**config.mk**
```make
export PLATFORM = sky130hd
export DESIGN_NAME = bcd_updown_counter_n
export DESIGN_NICKNAME = d
export VERILOG_FILES = /design/src/rtl/bcd_updown_counter_n.sv
export SDC_FILE = /design/constraint.sdc
export NUM_CORES = 1
export LEC_CHECK = 0
export BUFFER_PORTS_ARGS = -buffer_cell sky130_fd_sc_hd__buf_2
export CORE_ASPECT_RATIO = 0.7
export CORE_MARGIN = 4
export CORE_UTILIZATION = 40
export DETAILED_ROUTE_END_ITERATION = 12
export GPL_ROUTABILITY_DRIVEN = 0
export SETUP_SLACK_MARGIN = 0.1
export SLEW_MARGIN = 20
export SYNTH_ARGS = -nofsm -noshare
export SYNTH_HDL_FRONTEND = slang
export SYNTH_SLANG_ARGS = --single-unit
```
**constraint.sdc**
```tcl
create_clock -name clk -period 2.91 [get_ports clk]
set_input_delay 0.582 -clock clk [delete_from_list [all_inputs] [get_ports clk]]
set_output_delay 0.582 -clock clk [all_outputs]
set_load 0.01 [all_outputs]
```
**src/rtl/bcd_updown_counter_n.sv**
```systemverilog
// Registered DIGITS-wide BCD up/down counter with load, wrap or saturate, and cascade tc.
// Latency 1 clk for outputs/cout and combinational tc; no backpressure, en simply gates counting.
module bcd_updown_counter_n #(
  parameter int DIGITS = 4,
  parameter int WRAP   = 1
) (
  input  logic                  clk,
  input  logic                  rst,
  input  logic                  en,
  input  logic                  dir,
  input  logic                  load,
  input  logic [4*DIGITS-1:0]   inputs,
  output logic [4*DIGITS-1:0]   outputs,
  output logic                  cout,
  output logic                  tc
);

  logic [4*DIGITS-1:0] inc_val;
  logic [4*DIGITS-1:0] dec_val;
  logic [4*DIGITS-1:0] load_val;
  logic                all9;
  logic                all0;
  logic                at_term;
  logic                carry;
  logic                borrow;
  logic [3:0]          dig;
  logic [3:0]          ldig;

  // Ripple through the digits; a carry/borrow surviving the top digit means all-9s / all-0s.
  always_comb begin
    inc_val  = outputs;
    dec_val  = outputs;
    load_val = '0;
    carry    = 1'b1;
    borrow   = 1'b1;
    dig      = 4'd0;
    ldig     = 4'd0;
    for (int k = 0; k < DIGITS; k++) begin
      dig = outputs[4*k +: 4];
      if (carry) begin
        if (dig == 4'd9) begin
          inc_val[4*k +: 4] = 4'd0;
        end else begin
          inc_val[4*k +: 4] = dig + 4'd1;
          carry = 1'b0;
        end
      end
      if (borrow) begin
        if (dig == 4'd0) begin
          dec_val[4*k +: 4] = 4'd9;
        end else begin
          dec_val[4*k +: 4] = dig - 4'd1;
          borrow = 1'b0;
        end
      end
      ldig = inputs[4*k +: 4];
      load_val[4*k +: 4] = (ldig > 4'd9) ? 4'd0 : ldig;
    end
    all9 = carry;
    all0 = borrow;
  end

  assign at_term = dir ? all9 : all0;
  assign tc      = en & at_term;

  always_ff @(posedge clk) begin
    if (rst) begin
      outputs <= '0;
      cout    <= 1'b0;
    end else if (load) begin
      outputs <= load_val;
      cout    <= 1'b0;
    end else if (en) begin
      cout <= at_term;
      if (!(at_term && (WRAP == 0))) begin
        outputs <= dir ? inc_val : dec_val;
      end
    end else begin
      cout <= 1'b0;
    end
  end

endmodule

```
== Word level (Yosys, flattened, before mapping) ==
Cells that the tools add are included.

* Output and inout bits: 18
* Input port bits: 21
* Word-level logic and storage cells: 74
* Register bits: 17

* $add $sub $neg: 8
* Reductions and logical operators: 12
* Equality and inequality tests: 7
* Mux-type cells: 36
* $lt $le $gt $ge: 4
* Bitwise operators: 2

{| class="wikitable"
|+ Operators by type and width
! cell !! number
|-
| 4-bit 2-to-1 mux || 18
|-
| 16-bit 2-to-1 mux || 3
|-
| 4-bit by 1-bit adder with 4-bit output (second input constant) || 4
|-
| 4-bit equality test (second input constant) || 4
|-
| 4-bit greater-than comparator (second input constant) || 4
|-
| 4-bit logical NOT || 4
|-
| 4-bit by 1-bit subtractor with 4-bit output (second input constant) || 4
|-
| 1-bit 2-to-1 mux || 15
|-
| 3-bit by 1-bit != test with 1-bit output (second input constant) || 3
|-
| 3-bit AND reduction || 3
|-
| 3-bit nonzero test || 3
|-
| 3-bit OR reduction || 1
|-
| 2-bit nonzero test || 1
|-
| 1-bit AND || 1
|-
| 1-bit inverter || 1
|}

== Logic depth before layout (Yosys ltp) ==
* Word-level depth: 8
* Depth in mapped cells: 7
* Gate-level depth less buffers: 5

== Worst setup path after synthesis ==
No wires, ideal clock.

* Path kind: reg-to-output
* From: reg outputs[6]
* To: out tc
* Stages on the path, launching flop included: 7
* Arrival time: 1.472 ns
* Path slack: 0.856 ns
* Data required time: 2.328 ns
* Path buffers: 1
* Path through: dfxtp_1 buf_4 nor4_4 nand3_2 nor4_1 nor2_1 and3b_1

* Word-level cells in the longest chain between the ends: 7
* Elaborated cells between the ends (all ways): 12
* Classes of those cells: eq/ne (1); mux (9); bitwise (1); reduce/logical (1)

{| class="wikitable"
|+ Ends and longest elaborated chain
! what !! RTL line !! RTL
|-
| start: declaration || 13 || <nowiki>output logic [4*DIGITS-1:0] outputs,</nowiki>
|-
| start signal: assignment || 71 || <nowiki>outputs <= load_val;</nowiki>
|-
| start signal: assignment || 76 || <nowiki>outputs <= dir ? inc_val : dec_val;</nowiki>
|-
| 4-bit equality test / 4-bit logical NOT (equally long branches) || 41, 49 ||
|-
| 1-bit 2-to-1 mux, on equally long branches || 41, 49 ||
|-
| 1-bit 2-to-1 mux, on equally long branches (3 in series) || 40, 48 ||
|-
| 1-bit 2-to-1 mux * || 63 || <nowiki>assign at_term = dir ? all9 : all0;</nowiki>
|-
| 1-bit AND * || 64 || <nowiki>assign tc = en & at_term;</nowiki>
|-
| end: declaration || 15 || <nowiki>output logic tc</nowiki>
|}

Mark *: on every way between the ends. The rest lies on a longest branch, timed or not.

== Worst setup path in the final report ==
* From: reg outputs[8]
* To: out tc

* Word-level cells in the longest chain between the ends: 6
* Elaborated cells between the ends (all ways): 10
* Classes of those cells: eq/ne (1); mux (7); bitwise (1); reduce/logical (1)

{| class="wikitable"
|+ Ends and longest elaborated chain
! what !! RTL line
|-
| 4-bit equality test / 4-bit logical NOT (equally long branches) || 41, 49
|-
| 1-bit 2-to-1 mux, on equally long branches || 41, 49
|-
| 1-bit 2-to-1 mux, on equally long branches (2 in series) || 40, 48
|-
| 1-bit 2-to-1 mux * || 63
|-
| 1-bit AND * || 64
|}

Marks and branches as above.

==> reports/metrics.yaml <==
placed_design:
  buffer_ports.inserted: 38
  dp_cells: 286
  hpwl_after_detailed_placement_um: 3060
cells_and_area:
  design.final.nets: 262
  layout.cells.most_common: "sky130_fd_sc_hd__buf_2"
  layout.cells.most_common_list: "38 x sky130_fd_sc_hd__buf_2, 23 x sky130_fd_sc_hd__nor2_1, 17 x sky130_fd_sc_hd__dfxtp_1, 16 x sky130_fd_sc_hd__o21ai_0, 13 x sky130_fd_sc_hd__a21oi_1"
  layout-drive-gt1-share_pct: 22.9
  num-fill-cells: 379
  insertedDiodeCount: 0
  layout-area-overhead-vs-synth_pct: 12.6
  final-instance-count-excl-fill: 290
clocking:
  cts_inserted_buffers: 3
  cts.root.buffer_cell: "sky130_fd_sc_hd__clkbuf_8"
  hold_buffers: 0
  cts-resized-gates: 0
  ctsHtreeMaxLevel: 1
  worst_setup_hold_path_clk_slew_ps: 70
  cts.sink_count: 17
  clk-insertion-delay-late_ps: 250
  cts.path.max_buffers: 2
  post-cts-setup-buffer-count: 0
  tritoncts_clock_tree: "done"
drt:
  dr_total_vias: 1690
  drc_errors: 0
  met3RoutedLength_um: 413
  routed_via_density: 5.83
  route.final.wire_length_um: 4300
  detail_route.first_pass.iterations: 4
  detailedRoute.firstIterationViolations: 276
  drt-wirelength-per-cell_um: 14.8
  topRoutingLayerUsed: "met4"
  m1WireLength_um: 2220
  ant_nets: 0
  dr_wl_met2_um: 1650
yosys:
  post_synthesis_cell_type_count: 57
  synth_nets: 239
  synth-main-ff-cell: "sky130_fd_sc_hd__dfxtp_1"
  synth.ff_latch_count: 17
  synth-edff-count: 0
  synth_area_leader_cell: "sky130_fd_sc_hd__dfxtp_1"
  async_flop_share_pct: 0
  synthesis.area_per_instance_um2: 7.31
  netlist_instances: 218
  ys_seq_area_share_pct: 21.4
  ys_top_cells_by_area: "sky130_fd_sc_hd__dfxtp_1 21%, sky130_fd_sc_hd__nor2_1 5.4%, sky130_fd_sc_hd__o21ai_0 5.0%, sky130_fd_sc_hd__a21oi_1 4.1%, sky130_fd_sc_hd__xor2_1 2.7%"
  ys_warn_count: 0
  synthDominantCellAreaShare_pct: 21.4
  netlist_area_um2: 1590
setup_path:
  worst_path_dominant_cell_family: "simple AND/OR/NAND/NOR gates"
  critical-path-top-cell-by-count: "sky130_fd_sc_hd__nor4_1"
  critical_path_peak_fanout: 14
  worst-path-buf-inv: 1
  crit_chain: "nor4_1 -> nand3_2 -> nor4_1 -> nor2_1 -> and3b_1 -> buf_2"
  crit_type: "flip-flop to output pin"
  sort_of_element_at_the_start_of_the_critical_path: "flip-flop"
  critical_path_required_ps: 2330
  crit_slowest_cell: "sky130_fd_sc_hd__dfxtp_1"
  cp_data_arrival_time_ps: 2000
  critPathCaptureType: "output pin"
  max_stage_delay_ps: 450
timing:
  maxClockFrequency_ghz: 0.387
  setup_tns_ps: 0
  timing.max_slew.rel_slack_pct: 62.4
  hold_violations: 0
  setup_violations: 0
  grt_setup_unrepaired: "false"
  slew_viol_final: 0
  finalCriticalPeriod_ps: 2580
  worst_pin_slew_ps: 564
  finalClockSkew_ps: 1.37
  final_worst_path_cycle_share_pct: 88.8
global_route:
  first_pass_grt_wire_length_um: 7020
  grt_start_max_net_pins: 33
  residual_overflow_from_global_routing: 0
  grt.total_usage_pct: 17.1
  grt_pass1_vias: 1368
  antenna_found_initial: 0
floorplanning:
  floorplan.die.width_um: 83.5
  initial_utilization_pct: 43.4
  ioPinCount: 39
  core_area_um2: 3670
  dieArea_um2: 5080
  placementRows: 18
  overall_die_height_um: 60.8
power_and_ir_drop:
  cell_internal_pwr_mw: 0.444
  leakagePower_nw: 0.729
  power_frac_comb_pct: 31.3
  power_spent_charging_and_discharging_nets_mw: 0.248
  seqPwrFrac_pct: 42.1
  power-per-cell-area_nw_per_um2: 385
  power.total_mw: 0.692
  switching_fraction_pct: 35.8
  ir_drop_mv: 0.273
  clock_power_share_pct: 26.6
min_path:
  timing.hold.worst.class: "primary input to flip-flop"
job:
  drv.max_cap_violation_count: 0
status:
  status: "completed"
final cells by class:
type                       instances  area [um2]  share of cell area [%]
tap                               50        62.6                    3.48
inverter                           8        30.0                    1.67
sequential                        17         340                    19.0
multi-input combinational        170        1100                    61.5
clock buffer                       4        45.0                    2.51
timing repair buffer              41         213                    11.8
cells by family after synthesis:
logic type / count (synthesis) / synth area share [%]
AND/OR/NAND/NOR: 89 / 32.0
AO/OA/AOI/OAI: 67 / 29.1
buffers and inverters: 31 / 9.34
flip-flops: 17 / 21.4
XOR/XNOR: 9 / 4.94
multiplexers: 5 / 3.22
Yosys cell counts, types with 3 or more instances:
cell type	count
sky130_fd_sc_hd__buf_2	8
sky130_fd_sc_hd__nor2_1	23
sky130_fd_sc_hd__nand3b_1	4
sky130_fd_sc_hd__xor2_1	5
sky130_fd_sc_hd__nor2b_1	4
sky130_fd_sc_hd__nand2_1	10
sky130_fd_sc_hd__o21ai_0	16
sky130_fd_sc_hd__a221oi_1	3
sky130_fd_sc_hd__nor4_1	4
sky130_fd_sc_hd__clkbuf_1	7
sky130_fd_sc_hd__buf_1	4
sky130_fd_sc_hd__a311oi_1	3
sky130_fd_sc_hd__nor3_1	6
sky130_fd_sc_hd__xnor2_1	4
sky130_fd_sc_hd__mux2i_1	4
sky130_fd_sc_hd__a21boi_0	4
sky130_fd_sc_hd__nand3_1	8
sky130_fd_sc_hd__nand2b_1	6
sky130_fd_sc_hd__a31oi_1	4
sky130_fd_sc_hd__a21oi_1	13
sky130_fd_sc_hd__and3_1	4
sky130_fd_sc_hd__dfxtp_1	17
sky130_fd_sc_hd__inv_1	8
state kept, by name (all words and copies together) (netlist names):
| register | count |
|---|---|
| cout | 1 |
| outputs | 16 |
worst reg2reg max path: cells and delay by family (launching register included):
family,cells,cell delay [ps]
AND/OR/NAND/NOR,3,690
flip-flops,1,450
AO/OA/AOI/OAI,2,530
path summary, 6_finish.rpt:
| path | from | to | slack (ps) | cells after the start |
|---|---|---|---|---|
| setup / recovery | outputs[8] | tc | 330 | 6 |
| hold / removal | inputs[6] | outputs[7] | 540 | 2 |
| setup reg to reg | outputs[8] | outputs[15] | 1150 | 5 |
| hold reg to reg | outputs[14] | outputs[14] | 610 | 2 |
stage by stage:
stage / area [um2] / util, % / hold slack [ps] / setup slack, ps
CTS: 1800 / 48.9 / 529 / 335
detailed placement: 1750 / 47.7 / 604 / 628
finish: 1800 / 48.9 / 536 / 326
floorplan: 1590 / - / 576 / 856
global placement: 1750 / 47.7 / 587 / 696
global route: 1800 / 48.9 / 526 / 228
power groups by stage:
| stage | combinational [mW] | sequential, mW | clock (mW) |
|---|---|---|---|
| after floorplan | 0.175 | 0.275 | 0 |
| after global placement | 0.216 | 0.296 | 0 |
| after detailed placement | 0.215 | 0.296 | 0 |
| after CTS | 0.217 | 0.291 | 0.190 |
| after global routing | 0.241 | 0.297 | 0.204 |
| final | 0.217 | 0.291 | 0.184 |
per-layer routing:
layer,vias to the layer above,global-route usage [%]
met5,-,0
met4,0,2.06
met3,2,5.29
met2,66,22.9
met1,773,26.7
li1,849,-
No activity file was read; power rests on OpenSTA's default activity.
